**src/rtl/mem_arb_pkg.sv**
```systemverilog
// Shared types for the unified-memory arbiter: FSM states and port identifiers.
package mem_arb_pkg;

    typedef enum logic [1:0] {
        IDLE,
        WAIT,
        DONE
    } state_t;

    typedef enum logic {
        PORT_I,
        PORT_D
    } port_t;

endpackage

```
**src/rtl/mem_arb_pick.sv**
```systemverilog
// Combinational winner selection for the arbiter. MEM_ARB_RR_EN selects round-robin tie-breaking
// in IDLE; otherwise the data port wins ties.
module mem_arb_pick
    import mem_arb_pkg::*;
(
    input  logic   ireq,
    input  logic   dreq,
`ifdef MEM_ARB_RR_EN
    input  port_t  last,
`endif
    input  port_t  port,
    input  state_t state,
    output logic   grant,
    output port_t  winner
);

    always_comb begin
        grant  = 1'b0;
        winner = PORT_D;
        case (state)
            IDLE: begin
                grant = ireq | dreq;
                if (ireq && dreq) begin
`ifdef MEM_ARB_RR_EN
                    winner = (last == PORT_D) ? PORT_I : PORT_D;
`else
                    winner = PORT_D;
`endif
                end else begin
                    winner = dreq ? PORT_D : PORT_I;
                end
            end
            // Only the port that was not just acked may take the handoff.
            DONE: begin
                if (port == PORT_I) begin
                    grant  = dreq;
                    winner = PORT_D;
                end else begin
                    grant  = ireq;
                    winner = PORT_I;
                end
            end
            default: ;
        endcase
    end

endmodule

```
**src/rtl/mem_arbiter.sv**
```systemverilog
// Shares one fixed-latency single-ported memory between instruction fetch and data access.
// Define MEM_ARB_RR_EN for round-robin tie-breaking; default build gives data priority.
module mem_arbiter
    import mem_arb_pkg::*;
#(
    parameter int unsigned MEM_LAT = 2
) (
    input  logic        clk,
    input  logic        reset,
    input  logic        ireq,
    input  logic [31:0] iaddr,
    output logic        iack,
    output logic [31:0] irdata,
    input  logic        dreq,
    input  logic        dwe,
    input  logic [31:0] daddr,
    input  logic [31:0] dwdata,
    output logic        dack,
    output logic [31:0] drdata,
    output logic        mem_en,
    output logic        mem_we,
    output logic [31:0] mem_addr,
    output logic [31:0] mem_wdata,
    input  logic [31:0] mem_rdata,
    output logic        busy
);

    localparam int unsigned CW = (MEM_LAT < 1) ? 1 : $clog2(MEM_LAT + 1);

    if (MEM_LAT < 1) begin : g_lat_check
        $error("mem_arbiter: MEM_LAT must be at least 1");
    end

    state_t        state_q, state_d;
    port_t         port_q, port_d;
    logic [CW-1:0] cnt_q, cnt_d;
    logic          op_we_q, op_we_d;
    logic          mem_en_q, mem_en_d;
    logic          mem_we_q, mem_we_d;
    logic [31:0]   mem_addr_q, mem_addr_d;
    logic [31:0]   mem_wdata_q, mem_wdata_d;
    logic [31:0]   irdata_q, irdata_d;
    logic [31:0]   drdata_q, drdata_d;
    logic          grant;
    port_t         winner;

`ifdef MEM_ARB_RR_EN
    port_t         last_q, last_d;
`endif

    mem_arb_pick u_pick (
        .ireq   (ireq),
        .dreq   (dreq),
`ifdef MEM_ARB_RR_EN
        .last   (last_q),
`endif
        .port   (port_q),
        .state  (state_q),
        .grant  (grant),
        .winner (winner)
    );

    always_ff @(posedge clk or posedge reset) begin
        if (reset) begin
            state_q     <= IDLE;
            port_q      <= PORT_I;
            cnt_q       <= '0;
            op_we_q     <= 1'b0;
            mem_en_q    <= 1'b0;
            mem_we_q    <= 1'b0;
            mem_addr_q  <= '0;
            mem_wdata_q <= '0;
            irdata_q    <= '0;
            drdata_q    <= '0;
`ifdef MEM_ARB_RR_EN
            last_q      <= PORT_I;
`endif
        end else begin
            state_q     <= state_d;
            port_q      <= port_d;
            cnt_q       <= cnt_d;
            op_we_q     <= op_we_d;
            mem_en_q    <= mem_en_d;
            mem_we_q    <= mem_we_d;
            mem_addr_q  <= mem_addr_d;
            mem_wdata_q <= mem_wdata_d;
            irdata_q    <= irdata_d;
            drdata_q    <= drdata_d;
`ifdef MEM_ARB_RR_EN
            last_q      <= last_d;
`endif
        end
    end

    always_comb begin
        state_d     = state_q;
        port_d      = port_q;
        cnt_d       = cnt_q;
        op_we_d     = op_we_q;
        mem_en_d    = 1'b0;
        mem_we_d    = 1'b0;
        mem_addr_d  = mem_addr_q;
        mem_wdata_d = mem_wdata_q;
        irdata_d    = irdata_q;
        drdata_d    = drdata_q;
`ifdef MEM_ARB_RR_EN
        last_d      = last_q;
`endif
        unique case (state_q)
            IDLE: ;
            WAIT: begin
                if (cnt_q == '0) begin
                    state_d = DONE;
                    if (!op_we_q) begin
                        if (port_q == PORT_I) irdata_d = mem_rdata;
                        else                  drdata_d = mem_rdata;
                    end
                end else begin
                    cnt_d = cnt_q - CW'(1);
                end
            end
            DONE:    state_d = IDLE;
            default: state_d = IDLE;
        endcase

        // The picker only grants in IDLE or DONE, so this overrides the transitions above.
        if (grant) begin
            state_d    = WAIT;
            cnt_d      = CW'(MEM_LAT);
            port_d     = winner;
            op_we_d    = (winner == PORT_D) && dwe;
            mem_en_d   = 1'b1;
            mem_we_d   = (winner == PORT_D) && dwe;
            mem_addr_d = (winner == PORT_D) ? daddr : iaddr;
            if (winner == PORT_D) mem_wdata_d = dwdata;
`ifdef MEM_ARB_RR_EN
            last_d     = winner;
`endif
        end
    end

    always_comb begin
        iack = 1'b0;
        dack = 1'b0;
        if (state_q == DONE) begin
            iack = (port_q == PORT_I);
            dack = (port_q == PORT_D);
        end
        busy = (state_q != IDLE);
    end

    assign mem_en    = mem_en_q;
    assign mem_we    = mem_we_q;
    assign mem_addr  = mem_addr_q;
    assign mem_wdata = mem_wdata_q;
    assign irdata    = irdata_q;
    assign drdata    = drdata_q;

endmodule

```
**config.mk**
```make
export PLATFORM = sky130hd
export DESIGN_NAME = mem_arbiter
export DESIGN_NICKNAME = d
export VERILOG_FILES = /design/src/rtl/mem_arb_pkg.sv /design/src/rtl/mem_arb_pick.sv /design/src/rtl/mem_arbiter.sv
export SDC_FILE = /design/constraint.sdc
export NUM_CORES = 1
export LEC_CHECK = 0
export ABC_AREA = 1
export BUFFER_PORTS_ARGS = -buffer_cell sky130_fd_sc_hd__buf_4
export CAP_MARGIN = 20
export CORE_ASPECT_RATIO = 0.75
export CORE_UTILIZATION = 51
export CTS_CLUSTER_DIAMETER = 80
export CTS_CLUSTER_SIZE = 30
export DETAILED_ROUTE_END_ITERATION = 12
export PLACE_DENSITY = 0.86
export SLEW_MARGIN = 20
export SYNTH_ARGS = -nofsm -noshare
export SYNTH_HDL_FRONTEND = slang
export SYNTH_SLANG_ARGS = --single-unit
```
**constraint.sdc**
```tcl
create_clock -name clk -period 10.8 [get_ports clk]
set_clock_uncertainty 0.2 [all_clocks]
set_input_delay 1.62 -clock clk [delete_from_list [all_inputs] [get_ports clk]]
set_output_delay 1.62 -clock clk [all_outputs]
set_load 0.03 [all_outputs]
```
==> flow_summary_export.csv, run 1 <==
group,metric,value,unit
layout,fillers,846,
outcome,status,"finished, final reports clean",
yosys,synth_mux_area_share,0,%
place,port_buffers,265,
setup_path,critPathLaunchType,"primary input",
setup_path,critPathKind,"in -> reg",
yosys,synth-compound-area-share,5.591,%
yosys,synthTopCellsByArea,"dfrtp_1 58%, nand2_1 17%, nand3_1 5.8%",
drt,routed_wl,16700,um
cts,cts_buffer_depth,2,
yosys,yosysUniqueCellTypes,19,
grt,grt-ovfl-total,0,
yosys,synthCells,703,
cts,numCtsBuffers,17,
place,dp_cells,1073,
yosys,ys.warnings.count,0,
timing,post-route-period-util,38.15,%
drt,num_vias,5563,
grt,track_usage,28.08,%
cts,cts.sinks,136,
timing,hold_viol,0,
grt,grt_max_degree,70,
min_path,min-delay-start,"mem_wdata[9]",
grt,grt_pass1_wl,25830,um
place,post_dp_cell_area,7919,um^2
yosys,synth_top_family_by_area,"simple AND/OR/NAND/NOR gates",
drt,route.detailed.drc,0,
yosys,ys.flop_type,"dfrtp_1",
drt,drt_first_pass_iters,7,
cts,cts_root_buffer,"clkbuf_16",
min_path,hold_depth,2,
timing,max_freq,242.7,MHz
yosys,ys_async_sr_fraction,100.0,%
yosys,synthXorXnorAreaFrac,0,%
setup_path,worstPathMaxFanout,34,
yosys,avgSynthCellArea,8.404,um^2
flow_run,max_cap_viol_count,0,
floorplan,start_util,53.19,%
layout,final_layout_size_suffix_gt1_share,32.85,%
timing,slew_headroom,42.93,%
power_and_ir_drop,p_leak,0.004756,uW
drt,post_drt_wl_per_cell,15.11,um
floorplan,coreArea,11110,um^2
place,dpl.hpwl,11390,um
yosys,synth_top_area_cell,"dfrtp_1",
timing,setup_viol,0,
drt,dr.first_iter.drc_count,407,
grt,antenna_found_initial,0,
power_and_ir_drop,clkPwrFrac,18.0,%
place,routabilityCongestion,0.7901,
yosys,ys_ff_latch,136,
layout,n_antenna_cell,0,
power_and_ir_drop,power_frac_comb,52.2,%
yosys,synthSimpleGateAreaFrac,28.31,%
cts,cts_setup_buffers,0,
setup_path,ff2ff_path_depth,7,
power_and_ir_drop,ir_worst_vdd,0.2264,mV
layout,final_nets,1086,
setup_path,crit_required,10.88,ns
floorplan,die_area,12020,um^2
timing,tightest_slew,0.8560,ns
layout,instances_no_fill,1105,
floorplan,die_w,126.3,um
setup_path,worstSetupEndpointType,"register",
setup_path,crit-reg2reg-launch,"state_q[0]",
yosys,yosys.area.top_type_share,57.60,%
timing,slew_viol_final,0,
cts,cts_tree,"done",
yosys,synth_nets,837,
yosys,ys_seq_area_share,57.60,%
cts,clk_latency,0.41,ns
layout,multi_input_area,2018,um^2
layout,finish.instance_area,8488,um^2
yosys,syn_area,5908,um^2
power_and_ir_drop,p_int,1620,uW
setup_path,cp_data_arrival_time,4.20,ns
floorplan,die_h,95.21,um
floorplan,num_rows,33,
timing,rsz0062_at_grt,"false",
layout,area_delta_synth_final,43.67,%
cts,htree_levels,4,
floorplan,io_pins,266,
power_and_ir_drop,power_frac_seq,29.8,%
grt,grt_pass1_vias,5047,
power_and_ir_drop,power.switching,1455,uW
cts,cts_resized,0,
min_path,min_to,"mem_wdata[9]",
drt,routed_via_density,5.034,
layout,post-route-util,76.42,%
timing,fin_tns_setup,0,ns
yosys,synth_common_cells,"269 x nand2_1, 136 x dfrtp_1, 73 x inv_1",
cts,cts_hold_buf,0,
power_and_ir_drop,cellPowerDensity,362.2,nW/um^2
layout,seqCellArea,3403,um^2
setup_path,r2r_slack,7.44,ns
power_and_ir_drop,p_sw_share,47.31,%
yosys,synth_fa_ha_area_share,0.2118,%
drt,ant_nets,0,
cts,clkTransAtPathRegs,0.06,ns
yosys,synth.most_common_cell,"nand2_1",
yosys,synth_edf_count,0,
setup_path,r2r_end,"mem_wdata[19]",
timing,min_period,4.120,ns
min_path,hp-class,"reg -> reg",
[how the worst max path moves through the flow]
stage | depth (start not counted) | startpoint | endpoint
2_1_floorplan | 1 | reset | cnt_q[0]
5_1_grt | 8 | dreq | mem_wdata[24]
4_1_cts | 8 | dreq | mem_wdata[19]
3_3_place_gp | 8 | dreq | mem_wdata[21]
3_5_place_dp | 8 | dreq | mem_wdata[11]
6_report | 8 | dreq | mem_wdata[19]
[critical path, cell delays in order]
cell and delay, ns:
buf_4 0.09, inv_1 0.04, nand2_2 0.45, nand2_2 0.55
inv_2 0.63, nand2_2 0.50, nand2_1 0.21, nand2_1 0.09
[per-layer routing]
layer	track usage, %	vias to the layer above	wire length [um]
met3	9.484	25	1364
li1	-	2695	-
met2	45.86	241	8011
met5	0	-	0
met1	35.54	2602	6979
met4	9.137	0	339
[layout make-up]
type | count | area share, %
Clock buffer | 17 | 5.012
Clock inverter | 15 | 1.666
Inverter | 78 | 3.508
Multi-Input combinational cell | 449 | 23.78
Sequential cell | 136 | 40.09
Tap cell | 140 | 2.064
Timing Repair Buffer | 270 | 23.88
[metrics by stage]
stage	worst slack, ns	total power (uW)	hold slack, ns
final	6.680	3075	0.2717
after global routing	6.405	3268	0.2856
after CTS	6.214	3088	0.2743
after detailed placement	5.855	2519	0.2594
after global placement	5.937	2478	0.2572
after floorplan	5.341	1941	0.2504
[flip-flops by register name (all words and copies together), names as in the netlist]
signal,count
cnt_q,2
drdata,32
irdata,32
mem_addr,32
mem_en,1
mem_wdata,32
mem_we,1
op_we_q,1
port_q,1
state_q,2
[power groups by stage]
stage	logic [uW]	clock network [uW]	registers, uW
after floorplan	558	0	1380
after global placement	1560	0	913
after detailed placement	1600	0	915
after CTS	1610	560	915
after global routing	1740	584	946
final	1600	553	917
[logic make-up (layout without fill, tap and decap cells)]
kind of cell | after synthesis | count (layout)
buffers and inverters | 118 | 380
adders and majority gates | 1 | 1
AOI/OAI and AO/OA | 66 | 66
DFF | 136 | 136
and+or+nand+nor | 382 | 382
[placed cells by master (no fill, tap or decap), drive strengths merged]
master and count:
nand2 272, buf 270, dfrtp 136, inv 84, nand3 70, o21ai 66
nand3b 32, clkbuf 17, nor2 5, clkinv 5, clkinvlp 3, nand4 2
nor3 1, ha 1, bufinv 1
(Power assumes the default switching activity.)
==> run 2: changes to the inputs <==
- CORE_UTILIZATION: 51 -> 43
- PLACE_DENSITY: 0.86 -> 0.77
- clock period: 10.8 -> 3.45 ns (I/O delays scaled with it)
==> run 2 against run 1 <==
  * Design area is 2.2% higher
  * Non-clock buffer count is 7 higher
  * Sequential power grew to 3.2 times the previous value
  * Largest cell class unchanged
==> flow_summary_export.csv, run 2 (synthesis results as in run 1) <==
group,metric,value,unit
flow_run,max_cap_viol_count,0,
setup_path,path_delay_family,"simple AND/OR/NAND/NOR gates",
floorplan,start_util,44.77,%
cts,htree_levels,4,
floorplan,io_pins,266,
min_path,hp-class,"in -> reg",
drt,num_vias,5535,
drt,post_drt_wl_per_cell,14.98,um
drt,drt_first_pass_iters,7,
timing,max_freq,379.8,MHz
cts,cts_root_buffer,"clkbuf_16",
grt,grt_pass1_vias,5211,
layout,multi_input_area,2016,um^2
place,routabilityCongestion,0.7993,
grt,grt_max_degree,71,
drt,routed_via_density,4.843,
timing,slew_viol_final,0,
place,port_buffers,265,
timing,tightest_slew,0.6992,ns
timing,setup_viol,0,
setup_path,critPathMaxStageDelay,0.53,ns
layout,n_antenna_cell,0,
grt,grt_pass1_wl,26700,um
layout,post-route-util,65.74,%
layout,layout_common_cells,"274 x buf_4, 269 x nand2_1, 136 x dfrtp_1",
layout,seqCellArea,3403,um^2
timing,min_period,2.633,ns
floorplan,die_h,103.5,um
setup_path,worstSetupEndpointType,"register",
drt,routed_wl,17130,um
floorplan,die_w,137.4,um
cts,cts_buffer_depth,2,
floorplan,coreArea,13200,um^2
min_path,min-delay-start,"mem_rdata[24]",
drt,route.detailed.drc,0,
setup_path,critPathKind,"reg -> reg",
setup_path,worstPathCellList,"inv_2 -> nand3_2 -> nand2_1 -> inv_2 -> buf_4 -> nand2_2 -> nand2_1 -> nand2_1",
outcome,status,"finished, final reports clean",
setup_path,crit_buf_inv,3,
cts,clk_latency,0.41,ns
floorplan,num_rows,36,
setup_path,slowest_stage,"nand3_2",
setup_path,r2r_slack,0.82,ns
cts,clkTransAtPathRegs,0.06,ns
layout,final_layout_size_suffix_gt1_share,33.13,%
cts,numCtsBuffers,17,
layout,final_common_cell,"buf_4",
floorplan,die_area,14220,um^2
cts,cts_tree,"done",
place,place_ws,0.8153,ns
power_and_ir_drop,cellPowerDensity,1139,nW/um^2
power_and_ir_drop,ir_worst_vdd,0.6682,mV
layout,fillers,1085,
drt,ant_nets,0,
timing,slew_headroom,53.33,%
power_and_ir_drop,p_leak,0.004836,uW
layout,area_delta_synth_final,46.84,%
power_and_ir_drop,power.total,9882,uW
place,dpl.hpwl,12160,um
cts,cts_resized,0,
setup_path,crit-reg2reg-launch,"state_q[0]",
grt,track_usage,24.48,%
setup_path,cpMostUsedCell,"nand2_1",
cts,cts_setup_buffers,0,
cts,cts.sinks,136,
timing,hold_viol,0,
timing,setup_ws,0.8169,ns
setup_path,crit_required,3.60,ns
grt,grt-ovfl-total,0,
setup_path,worstPathMaxFanout,34,
setup_path,crit_start,"state_q[0]",
setup_path,critPathLaunchType,"register",
layout,final_nets,1093,
grt,antenna_found_initial,0,
timing,rsz0062_at_grt,"false",
timing,fin_tns_setup,0,ns
timing,post-route-period-util,76.32,%
setup_path,cp_data_arrival_time,2.78,ns
drt,dr.first_iter.drc_count,311,
[run 2: changes by cell type in the layout (fill, tap and decap cells not counted), moves of 2 or more]
cell        delta
inv_6          -7
buf_4          +4
buf_12         +2
clkinv_4       +5
clkinvlp_4     -2
bufinv_16      +3
[run 2: area by class of cell]
type	instances	area share, %
multi-input cells	449	23.23
clock inverters	14	2.307
flip-flops and latches	136	39.23
clock buffers	18	5.062
inverters	78	3.418
repair buffers	277	24.29
well taps	171	2.466
[run 2: report_power, final]
part / internal, uW / total [uW] / switching, uW
Combinational: 1680 / 5050 / 3370
Sequential: 2420 / 2890 / 476
Clock: 1230 / 1940 / 705
[run 2: final timing paths]
kind	end	cells past startpoint
setup reg to reg	mem_wdata[19]	8
min in group asynchronous	irdata[6]	3
setup / recovery	mem_wdata[19]	8
hold / removal	drdata[24]	3
hold reg to reg	mem_wdata[31]	2
max in group asynchronous	mem_addr[17]	4
[run 2: metal layers]
metal / up-vias / routed length (um) / global-route usage, %
met1: 2588 / 7463 / 33.12
met3: 20 / 1476 / 6.510
met2: 225 / 7958 / 37.84
li1: 2702 / - / -
met5: - / 0 / 0
met4: 0 / 228 / 8.477
[run 2: worst register-to-register path: cells and delay by family, from the launching register on]
family	cells	cell delay, ns
DFF	1	0.42
and+or+nand+nor	5	1.60
buffers and inverters	3	0.37
[run 2: per-stage QoR]
step                      hold slack [ns]  cells  cell area (um^2)
final                              0.1070   1143              8676
after global routing               0.1088   1143              8676
after CTS                         0.09013   1143              8676
after detailed placement           0.2597   1110              8026
after global placement             0.2564   1110              8026
after floorplan                    0.2504    703              5912
[run 2: what timing repair did]
action	in CTS	in global routing
hold endpoints to repair	15	0
setup endpoints to repair	0	0
hold buffers	1	0
==> run 3: changes to the inputs <==
- ABC_AREA: 1 -> 0
- CORE_UTILIZATION: 43 -> 42
- clock period: 3.45 -> 2.41 ns (I/O delays scaled with it)
==> run 3 against run 2 <==
  * Sequential share of layout area is 1.1 points lower
  * Clock-buffer cell count is 1 higher
  * Design area increased by 2.9%
  * Worst setup slack worse by 0.68 ns
  * Clock power increased by 23%
  * Largest cell class unchanged
  * Highest routed layer unchanged
==> flow_summary_export.csv, run 3 <==
group,metric,value,unit
drt,num_vias,4206,
drt,route.detailed.drc,0,
yosys,synthXorXnorAreaFrac,0,%
timing,setup_viol,0,
place,dp_cells,793,
cts,cts_root_buffer,"clkbuf_16",
yosys,synth_common_cells,"136 x dfrtp_1, 65 x mux2_2, 35 x mux2i_1",
floorplan,die_w,134.3,um
cts,cts_resized,0,
setup_path,worstPathMaxFanout,32,
layout,area_delta_synth_final,61.89,%
yosys,yosysUniqueCellTypes,25,
setup_path,crit_buf_inv,2,
setup_path,crit-reg2reg-launch,"cnt_q[0]",
cts,htree_levels,4,
timing,slew_viol_final,0,
grt,grt_max_degree,84,
cts,cts_tree,"done",
setup_path,critPathLaunchType,"register",
cts,numCtsBuffers,17,
yosys,avgSynthCellArea,14.63,um^2
setup_path,cp.depth,6,
setup_path,slowest_stage,"or4b_2",
yosys,ys.warnings.count,0,
power_and_ir_drop,ir_worst_vdd,0.8876,mV
drt,ant_nets,0,
floorplan,die_h,101.2,um
layout,final_nets,846,
timing,hold_viol,0,
power_and_ir_drop,cellPowerDensity,1478,nW/um^2
place,routabilityCongestion,0.8117,
layout,n_antenna_cell,0,
cts,cts_buffer_depth,2,
drt,routed_wl,14540,um
cts,clkTransAtPathRegs,0.06,ns
yosys,synth.most_common_cell,"dfrtp_1",
yosys,ys.flop_type,"dfrtp_1",
setup_path,worstPathCellList,"inv_1 -> ha_1 -> nand2b_4 -> or4b_2 -> buf_12 -> mux2_4",
timing,max_freq,440.2,MHz
layout,final_layout_size_suffix_gt1_share,56.00,%
layout,instances_no_fill,891,
setup_path,path_delay_family,"simple AND/OR/NAND/NOR gates",
yosys,yosys.area.top_type_share,61.71,%
grt,grt_pass1_wl,22610,um
power_and_ir_drop,p_leak,0.004460,uW
timing,fin_tns_setup,0,ns
place,place_ws,0.1429,ns
place,port_buffers,265,
timing,holdWs,0.04268,ns
layout,layout_common_cells,"268 x buf_4, 136 x dfrtp_1, 66 x dlygate4sd3_1",
cts,clk_latency,0.40,ns
layout,final_common_cell,"buf_4",
yosys,synth_edf_count,0,
yosys,synth_top_area_cell,"dfrtp_1",
setup_path,crit_start,"cnt_q[0]",
timing,tightest_slew,0.9331,ns
floorplan,io_pins,266,
setup_path,worstSetupEndpointType,"register",
flow_run,max_cap_viol_count,0,
setup_path,critPathKind,"reg -> reg",
grt,grt-ovfl-total,0,
yosys,synthCells,377,
drt,post_drt_wl_per_cell,16.32,um
setup_path,r2r_slack,0.14,ns
yosys,synth-compound-area-share,3.562,%
floorplan,num_rows,35,
cts,cts.sinks,136,
setup_path,r2r_end,"drdata[31]",
timing,slew_headroom,37.79,%
yosys,ys_seq_area_share,61.71,%
min_path,hp-class,"in -> reg",
floorplan,coreArea,12520,um^2
timing,post-route-period-util,94.26,%
grt,grt_pass1_vias,4348,
yosys,synth_fa_ha_area_share,0.2269,%
setup_path,cp-endpoint,"drdata[31]",
grt,antenna_found_initial,0,
drt,dr.first_iter.drc_count,73,
layout,finish.instance_area,8929,um^2
yosys,synth_nets,511,
yosys,syn_area,5515,um^2
timing,rsz0062_at_grt,"false",
yosys,synth_mux_area_share,28.20,%
setup_path,crit_required,2.50,ns
outcome,status,"finished, final reports clean",
yosys,ys_ff_latch,136,
grt,track_usage,21.87,%
yosys,synth_top_family_by_area,"multiplexers",
yosys,ys_async_sr_fraction,100.0,%
setup_path,cp_data_arrival_time,2.36,ns
drt,routed_via_density,4.721,
floorplan,die_area,13600,um^2
place,dpl.hpwl,9885,um
yosys,synthTopCellsByArea,"dfrtp_1 62%, mux2_2 13%, mux2_4 8.2%",
place,post_dp_cell_area,7715,um^2
timing,setup_ws,0.1382,ns
drt,drt_first_pass_iters,4,
floorplan,start_util,44.04,%
setup_path,critPathMaxStageDelay,0.65,ns
setup_path,ff2ff_path_depth,6,
timing,min_period,2.272,ns
yosys,synthSimpleGateAreaFrac,3.698,%
==> run 3: cell types whose count changed after synthesis, sizes merged, moves of 14 or more <==
cell,change
nand3b,-32
o21ai,-34
inv,-72
nand2,-239
mux2,+97
mux2i,+35
clkbuf,-14
nand3,-70
==> run 3: tightest hold or removal path: stages <==
cell	delay [ns]
buf_4	0.08
mux2i_1	0.05
o21ai_0	0.13
==> run 3: report_power, final <==
part,switching [uW],total [uW],internal (uW)
Sequential,704,4150,3450
Combinational,3770,6660,2890
Clock,1020,2390,1370
Total,5500,13200,7700
==> run 3: how the worst min path moves through the flow <==
stage	from	end	slack (ns)	cells past startpoint
after global placement	cnt_q[0]	cnt_q[0]	0.26	1
after CTS	daddr[10]	mem_addr[10]	0.03	3
final	daddr[10]	mem_addr[10]	0.04	3
after global routing	daddr[8]	mem_addr[8]	0.02	3
after detailed placement	mem_addr[19]	mem_addr[19]	0.27	2
after floorplan	cnt_q[0]	cnt_q[0]	0.25	1
==> run 3: per-stage QoR <==
stage,utilization (%),power [uW]
2_1_floorplan,-,8215
3_3_place_gp,61.60,10580
3_5_place_dp,61.60,10770
4_1_cts,71.29,13280
5_1_grt,71.29,13860
6_report,71.29,13200
==> run 3: layout make-up <==
cell class | count | area [um^2]
clock inverter | 13 | 110.1
inverter | 6 | 26.28
timing repair buffer | 338 | 2753
multi-input combinational | 213 | 1986
fill | 864 | 3596
sequential | 136 | 3403
clock buffer | 19 | 442.9
tap | 166 | 207.7
==> run 3: timing repair <==
action                                 in CTS  in global routing
endpoints found under the hold margin     178                  0
setup buffers                               0                  0
hold buffers                               66                  0
==> run 3: logic make-up after synthesis <==
group | count (synthesis)
DFF | 136
muxes | 132
and+or+nand+nor | 44
AOI/OAI and AO/OA | 36
buffers and inverters | 28
adders and majority gates | 1
==> run 3: layer usage <==
metal,routed length (um),vias to the layer above,global-route usage (%)
met1,5708,2022,24.80
met2,7585,173,39.70
met3,1026,18,6.306
li1,-,1993,-
met4,222,0,7.779
met5,0,-,0
